==> src/rtl/uart_rx_core.sv <==
// 8N1 UART receiver with mid-bit sampling and a one-deep valid/ready holding register.
// Define UART_RX_MAJORITY_EN for 2-of-3 majority sampling around each bit centre.
module uart_rx_core #(
    parameter int CLK_FREQ_HZ = 72_000_000,
    parameter int BAUD_RATE   = 115_200
) (
    input  logic       clk,
    input  logic       rst_n,
    input  logic       rx,
    output logic [7:0] data_out,
    output logic       valid,
    input  logic       ready,
    output logic       busy,
    output logic       frame_error,
    output logic       overrun
);

    localparam int CLKS_PER_BIT = CLK_FREQ_HZ / BAUD_RATE;
    localparam int HALF_BIT     = CLKS_PER_BIT / 2;
    localparam int CNT_W        = $clog2(CLKS_PER_BIT);

    localparam logic [CNT_W-1:0] BIT_END  = CNT_W'(CLKS_PER_BIT - 1);
    localparam logic [CNT_W-1:0] HALF_END = CNT_W'(HALF_BIT - 1);

    if (CLKS_PER_BIT < 8) begin : g_bad_cfg
        $error("uart_rx_core: CLKS_PER_BIT must be >= 8");
    end

    typedef enum logic [2:0] {
        IDLE,
        START,
        DATA,
        STOP,
        BRK
    } state_t;

    state_t           state;
    logic [CNT_W-1:0] cnt;
    logic [2:0]       bit_idx;
    logic [7:0]       shift;
    logic             rx_m;
    logic             rx_s;
    logic             samp;

    always_ff @(posedge clk or negedge rst_n) begin
        if (!rst_n) begin
            rx_m <= 1'b1;
            rx_s <= 1'b1;
        end else begin
            rx_m <= rx;
            rx_s <= rx_m;
        end
    end

`ifdef UART_RX_MAJORITY_EN
    // rx_m is next cycle's rx_s, so the vote spans target-1..target+1
    // while the decision still lands on the target count.
    logic rx_p;

    always_ff @(posedge clk or negedge rst_n) begin
        if (!rst_n) begin
            rx_p <= 1'b1;
        end else begin
            rx_p <= rx_s;
        end
    end

    assign samp = (rx_m & rx_s) | (rx_m & rx_p) | (rx_s & rx_p);
`else
    assign samp = rx_s;
`endif

    assign busy = (state != IDLE);

    always_ff @(posedge clk or negedge rst_n) begin
        if (!rst_n) begin
            state       <= IDLE;
            cnt         <= '0;
            bit_idx     <= '0;
            shift       <= '0;
            data_out    <= '0;
            valid       <= 1'b0;
            frame_error <= 1'b0;
            overrun     <= 1'b0;
        end else begin
            frame_error <= 1'b0;
            overrun     <= 1'b0;
            if (valid && ready) begin
                valid <= 1'b0;
            end
            unique case (state)
                IDLE: begin
                    cnt <= '0;
                    if (!rx_s) begin
                        state <= START;
                    end
                end
                START: begin
                    if (cnt == HALF_END) begin
                        cnt     <= '0;
                        bit_idx <= '0;
                        state   <= samp ? IDLE : DATA;
                    end else begin
                        cnt <= cnt + 1'b1;
                    end
                end
                DATA: begin
                    if (cnt == BIT_END) begin
                        cnt            <= '0;
                        shift[bit_idx] <= samp;
                        if (bit_idx == 3'd7) begin
                            state <= STOP;
                        end else begin
                            bit_idx <= bit_idx + 1'b1;
                        end
                    end else begin
                        cnt <= cnt + 1'b1;
                    end
                end
                STOP: begin
                    if (cnt == BIT_END) begin
                        cnt <= '0;
                        if (samp) begin
                            state <= IDLE;
                            // a consumer taking the old byte frees the slot now
                            if (!valid || ready) begin
                                data_out <= shift;
                                valid    <= 1'b1;
                            end else begin
                                overrun <= 1'b1;
                            end
                        end else begin
                            frame_error <= 1'b1;
                            state       <= BRK;
                        end
                    end else begin
                        cnt <= cnt + 1'b1;
                    end
                end
                BRK: begin
                    if (rx_s) begin
                        state <= IDLE;
                    end
                end
                default: state <= IDLE;
            endcase
        end
    end

endmodule

==> config.mk <==
export PLATFORM = sky130hd
export DESIGN_NAME = uart_rx_core
export DESIGN_NICKNAME = d
export VERILOG_FILES = /design/src/rtl/uart_rx_core.sv
export SDC_FILE = /design/constraint.sdc
export NUM_CORES = 1
export LEC_CHECK = 0
export BUFFER_PORTS_ARGS = -buffer_cell sky130_fd_sc_hd__buf_2
export CORE_ASPECT_RATIO = 0.75
export CORE_MARGIN = 10
export CORE_UTILIZATION = 60
export CTS_CLUSTER_DIAMETER = 120
export CTS_CLUSTER_SIZE = 14
export DETAILED_ROUTE_END_ITERATION = 8
export GPL_TIMING_DRIVEN = 0
export PLACE_DENSITY = 0.82
export RECOVER_POWER = 50
export SLEW_MARGIN = 20
export SYNTH_ARGS = -nofsm -noshare
export SYNTH_HDL_FRONTEND = slang
export SYNTH_SLANG_ARGS = --single-unit
==> constraint.sdc <==
create_clock -name clk -period 3.3 [get_ports clk]
set_clock_uncertainty 0.15 [all_clocks]
set_input_delay 0.165 -clock clk [delete_from_list [all_inputs] [get_ports clk]]
set_output_delay 0.165 -clock clk [all_outputs]
set_load 0.02 [all_outputs]
==> results.cfg, run 1 <==
[sta]
worst_slew_pin_slew_ns = 1.873
maxSlewHeadroom_pct = -24.87
setup_violations = 0
fmax_mhz = 461.1
finalHoldViolCount = 0
grt_setup_unrepaired = no
final_max_slew_viol_count = 38
fin_setup_tns_ns = 0
min_period_ns = 2.169
post-route-period-util_pct = 65.73

[synthesis]
netlist_area_um2 = 1958
synthFlopType = dfrtp_1
yosys.area.top_type = dfrtp_1
synth-warning-count = 0
synthTopCellsByArea = dfrtp_1 45%, mux2_2 9.2%, nand2_1 3.6%
synth-seq-cells = 37
synth_area_per_cell_um2 = 10.94
synthArstFlopShare_pct = 100.0
synth.most_common_cell = dfrtp_1
netlist_instances = 179
seq_area_frac_synth_pct = 47.41
ys_types = 47
netlist.area_leader.share_pct = 44.73
synth_nets = 187
synth_edf_count = 0
synth.cells.most_frequent = 35 x dfrtp_1, 19 x nand2_1, 16 x mux2_2

[global_routing]
grt-ovfl-total = 0
track_usage_pct = 13.95
grt_pass1_wl_um = 6844
grt_max_degree = 38
antenna_found_initial = 0
grt_pass1_vias = 1421

[placement]
dp_hpwl_um = 2918
gp_congestion = 0.9173
io_buffers = 15
dpl_cell_area_um2 = 2081

[power_and_ir_drop]
combPwrFrac_pct = 1.9
p_switching_mw = 0.1667
internal_power_mw = 0.6052
pwr-share-clk_pct = 38.9
power_frac_seq_pct = 59.2
vdd_drop_max_mv = 0.2927
p_leak_nw = 0.9479
power_density_nw_per_um2 = 356.0
switching_share_pct = 21.59

[critical_path]
worst-endpoint-required_ns = 3.18
crit_buf_inv = 2
crit_type = in2async
crit_chain = dlygate4sd3_1, clkbuf_1
ff2ff_path_depth = 6
arrival_ns = 2.05
startpoint_type = input port
path_delay_family = buffers and inverters
critical_path_depth = 2
path_max_fanout = 37
worstSetupEndpointType = asynchronous set/reset pin
slowest_delay_ns = 1.34
slowest_stage = clkbuf_1

[drt]
drtIter0Drc = 212
wl_met2_um = 1738
post_drt_wl_per_cell_um = 16.25
wl_met1_um = 1828
ant_nets = 0
via_count = 1503
dr.pass1.iters = 4
viasPerCell = 6.211
drcViolationCount = 0
dr_wl_met3_um = 321
drt-total-wl_um = 3932
top_layer_used = met4

[cells_and_area]
num-nets-final = 211
antenna_cells = 0
fin_area_um2 = 2168
area_growth_pct = 10.73
layout-drive-gt1-share_pct = 23.04

[floorplanning]
dieArea_um2 = 5972
num_io_pins = 16
start_util_pct = 64.38
core_um2 = 3042
die_w_um = 85.97
fp-row-count = 17
die_y_um = 69.48

[clock_tree]
cts_resized = 0
cts_sinks = 37
cts_tree = done
root_buffer = clkbuf_8
htree_num_levels = 2
numCtsBuffers = 5
clockBufferDepth = 2
clkTransAtPathRegs_ns = 0.07
clk_latency_ns = 0.29

[status]
status = finished with violations
violations = capacitance limit, slew limit

[job]
cap_violations = 1

[hold_path]
holdPathStages = 3
hp-class = in2reg
power by group through the flow:
stage / Clock, mW / Combinational, mW / Sequential, mW
after detailed placement: 0 / 0.0138 / 0.466
after CTS: 0.308 / 0.0156 / 0.457
after global placement: 0 / 0.0132 / 0.465
final: 0.301 / 0.0143 / 0.457
after global routing: 0.336 / 0.0176 / 0.457
after floorplan: 0 / 0.00218 / 0.465
kinds of logic (layout without fill, tap and decap cells):
group | after synthesis | count (layout) | synth area share [%]
flip-flops | 37 | 37 | 47.41
AO/OA/AOI/OAI | 24 | 24 | 8.946
adder cells (fa/ha/maj) | 4 | 4 | 2.556
buffers and inverters | 17 | 42 | 4.281
multiplexers | 21 | 21 | 11.76
AND/OR/NAND/NOR | 76 | 76 | 25.05
registers in the layout, indices dropped and copies added, names as in the netlist:
name and cells:
rx_m 1, rx_s 1, valid 1, state 3, frame_error 1, shift 8
cnt 10, overrun 1, bit_idx 3, data_out 8
placed cells by master, fill, tap and decap left out, types with 2 or more instances in the layout:
| cell type | instances |
|---|---|
| a21oi_1 | 3 |
| mux2_2 | 16 |
| and3_1 | 2 |
| nand2_1 | 19 |
| clkinv_2 | 2 |
| clkbuf_8 | 6 |
| buf_2 | 5 |
| inv_1 | 10 |
| nand4_1 | 11 |
| and2_1 | 2 |
| dfrtp_1 | 35 |
| dfstp_2 | 2 |
| mux2i_1 | 5 |
| nor2_1 | 10 |
| and4bb_2 | 2 |
| nand3_1 | 6 |
| dlygate4sd3_1 | 2 |
| nand2b_1 | 2 |
| a32oi_1 | 3 |
| nor3_1 | 3 |
| nor2b_1 | 3 |
| o21ai_0 | 7 |
| o22ai_1 | 2 |
| clkbuf_1 | 16 |
| o311ai_1 | 2 |
| ha_1 | 4 |
| or3_1 | 2 |
layout make-up:
class | instances | area [um^2]
inverter | 10 | 37.54
tap | 38 | 47.55
fill | 229 | 873.3
timing repair buffer | 17 | 80.08
multi-input combinational | 125 | 945.9
buffer | 7 | 46.29
sequential | 37 | 928.4
clock buffer | 6 | 72.57
clock inverter | 2 | 10.01
layer usage:
| metal | up-vias | track usage [%] |
|---|---|---|
| met5 | - | 0 |
| met4 | 0 | 4.167 |
| met1 | 734 | 19.92 |
| met3 | 6 | 4.684 |
| li1 | 706 | - |
| met2 | 57 | 19.16 |
timing repair:
| action | 4_1_cts | 5_1_grt |
|---|---|---|
| hold buffers | 2 | 0 |
| setup endpoints to repair | 0 | 0 |
| hold endpoints to repair | 36 | 0 |
| buffers inserted | 0 | 0 |
through the flow:
stage / power, mW / hold slack [ns] / worst slack [ns] / instances / util (%)
2_1_floorplan: 0.4672 / -0.2806 / 1.427 / 179 / -
3_3_place_gp: 0.4786 / 0.1213 / 1.209 / 232 / 68.41
3_5_place_dp: 0.4793 / 0.1286 / 1.163 / 232 / 68.41
4_1_cts: 0.7804 / 0.02721 / 1.149 / 242 / 71.78
5_1_grt: 0.8108 / 0.02847 / 0.5981 / 242 / 71.29
6_report: 0.7719 / 0.02873 / 1.131 / 242 / 71.29
worst paths after layout:
| kind | start | slack, ns | to |
|---|---|---|---|
| worst max-delay path | rst_n | 1.13 | bit_idx[1] |
| worst min-delay path | ready | 0.03 | overrun |
| worst max register to register | cnt[0] | 1.14 | data_out[1] |
| worst min register to register | rx_m | 0.21 | rx_s |
| max in group clk | cnt[0] | 1.14 | data_out[1] |
| min in group asynchronous | rst_n | 0.78 | cnt[3] |
Note: power is estimated with default switching activity, not from simulation.
==> inputs of run 2 (changes only) <==
Settings changed: CORE_UTILIZATION 60 to 53, PLACE_DENSITY 0.82 to 0.77.
Clock period 3.3 ns to 1.9 ns, I/O delays scaled along.
==> run 2 against run 1 <==
The flow finishes with violations (setup timing). Die area is 9.7% higher. Via count is 8.8% higher. Sequential cell count stayed put. Critical path type is now reg2reg. Critical endpoint is now data_out[2]. Largest cell class unchanged.
==> results.cfg, run 2 (synthesized netlist as in run 1, its figures left out) <==
[cells_and_area]
layout_commonest_cell = dfrtp_1
nFillCells = 261
area_growth_pct = 24.73
largest_reg_flops = 10
num-nets-final = 229
fin_area_um2 = 2442
final_cell_mix = 32 x dfrtp_1, 18 x nand2_1, 15 x buf_4, 14 x clkbuf_1, 13 x mux2_2
layout-drive-gt1-share_pct = 35.59
top_register = cnt
multi_input_comb_area_um2 = 1051
reg_top3 = cnt: 10 flops, data_out: 8 flops, shift: 8 flops
final_core_util_pct = 67.59
seq_area_um2 = 932.1
antenna_cells = 0

[floorplanning]
core_um2 = 3613
die_w_um = 90.19
die_y_um = 72.64
start_util_pct = 54.19
num_io_pins = 16
dieArea_um2 = 6551
fp-row-count = 19

[power_and_ir_drop]
p_leak_nw = 1.049
vdd_drop_max_mv = 0.5085
power_density_nw_per_um2 = 552.3
finalPower_mw = 1.349

[clock_tree]
clk_latency_ns = 0.30
cts_tree = done
clockBufferDepth = 2
numCtsBuffers = 5
htree_num_levels = 2
root_buffer = clkbuf_8
cts_sinks = 37
clkTransAtPathRegs_ns = 0.07

[critical_path]
path_delay_family = flip-flops
timing.rr.start = cnt[1]
worstSetupEndpointType = flop
slowest_stage = dfrtp_1
crit_type = reg2reg
critical_path_depth = 8
slowest_delay_ns = 0.41
ff2ff_path_depth = 8
arrival_ns = 2.00
crit_buf_inv = 3
startpoint_type = flop
crit_chain = inv_1, ha_2, nand4b_1, buf_6, nor3_4, buf_6, nand3_4, mux2_4
startpoint = cnt[1]
path_common_cell = buf_6
rr_endpoint = data_out[2]
worst-endpoint-required_ns = 1.93
r2r_slack_ns = -0.07
path_max_fanout = 8

[hold_path]
worst_hold_path.endpoint = rx_s
holdCritStartpoint = rx_m
hp-class = reg2reg
holdPathStages = 0

[placement]
dpl_cell_area_um2 = 2098
dp_hpwl_um = 2899
io_buffers = 15
gp_congestion = 0.9011
place_ws_ns = -0.2505

[sta]
fmax_mhz = 507.4
post-route-period-util_pct = 103.7
worst_slew_pin_slew_ns = 0.8631
final_max_slew_viol_count = 0
maxSlewHeadroom_pct = 42.46
finalHoldViolCount = 0
grt_setup_unrepaired = yes
setup_violations = 11
min_period_ns = 1.971
setup_ws_ns = -0.07093

[drt]
drt-total-wl_um = 4719
ant_nets = 0
via_count = 1635
drtIter0Drc = 287
drcViolationCount = 0
dr_wl_met3_um = 397
top_layer_used = met4
wl_met1_um = 2031
dr.pass1.iters = 6
wl_met2_um = 2191
viasPerCell = 5.967
post_drt_wl_per_cell_um = 17.22

[status]
status = finished with violations
violations = setup timing

[global_routing]
antenna_found_initial = 0
track_usage_pct = 13.66
grt_pass1_vias = 1502
grt_max_degree = 38
grt_pass1_wl_um = 7265
grt-ovfl-total = 0

[job]
cap_violations = 0
-- run 2: changes by cell type in the layout (fill, tap and decap cells not counted), sizes merged --
cell	before	now
buf	6	23
dlygate4sd3	2	3
-- run 2: per-layer routing --
metal,global-route usage [%],vias up
met1,17.55,801
met2,20.90,82
met5,0,-
met3,4.728,13
met4,5.106,0
li1,-,739
-- run 2: how the worst max path moves through the flow --
stage                        endpoint
after global routing      data_out[2]
final                     data_out[2]
after detailed placement  data_out[2]
after global placement    data_out[0]
after CTS                 data_out[2]
after floorplan           data_out[0]
-- run 2: layout make-up --
| cell class | count | share of cell area [%] |
|---|---|---|
| repair buffers | 35 | 9.273 |
| multi-input cells | 125 | 43.03 |
| inverters | 10 | 1.537 |
| clock inverters | 2 | 0.4098 |
| flip-flops and latches | 37 | 38.17 |
| clock buffers | 6 | 2.971 |
| plain buffers | 7 | 1.947 |
| well taps | 52 | 2.664 |
-- run 2: stage by stage --
stage / TNS, ns / hold slack, ns / instances
after detailed placement: -4.090 / 0.05222 / 246
after floorplan: 0 / -0.3506 / 179
after global routing: -1.523 / 0.2168 / 274
after CTS: -0.1768 / 0.2079 / 267
final: -0.3745 / 0.2071 / 274
after global placement: -2.993 / 0.05141 / 246
-- run 2: worst reg2reg max path, cell delays in order (launching register included) --
cell	delay (ns)
dfrtp_1	0.41
inv_1	0.07
ha_2	0.17
nand4b_1	0.11
buf_6	0.15
nor3_4	0.15
buf_6	0.16
nand3_4	0.14
mux2_4	0.34
-- run 2: where the power goes --
| part | switching (mW) | internal (mW) |
|---|---|---|
| clock | 0.275 | 0.254 |
| combinational | 0.0191 | 0.00742 |
| sequential | 0.00246 | 0.791 |
| total | 0.296 | 1.05 |
-- run 2: repair_timing --
| item | CTS | global route |
|---|---|---|
| gates cloned | 0 | 0 |
| gates resized for setup | 11 | 17 |
| endpoints found under the hold margin | 38 | 0 |
| setup buffers | 10 | 7 |
| pin swaps | 7 | 12 |
| hold buffers | 3 | 0 |
| endpoints found under the setup margin | 30 | 33 |
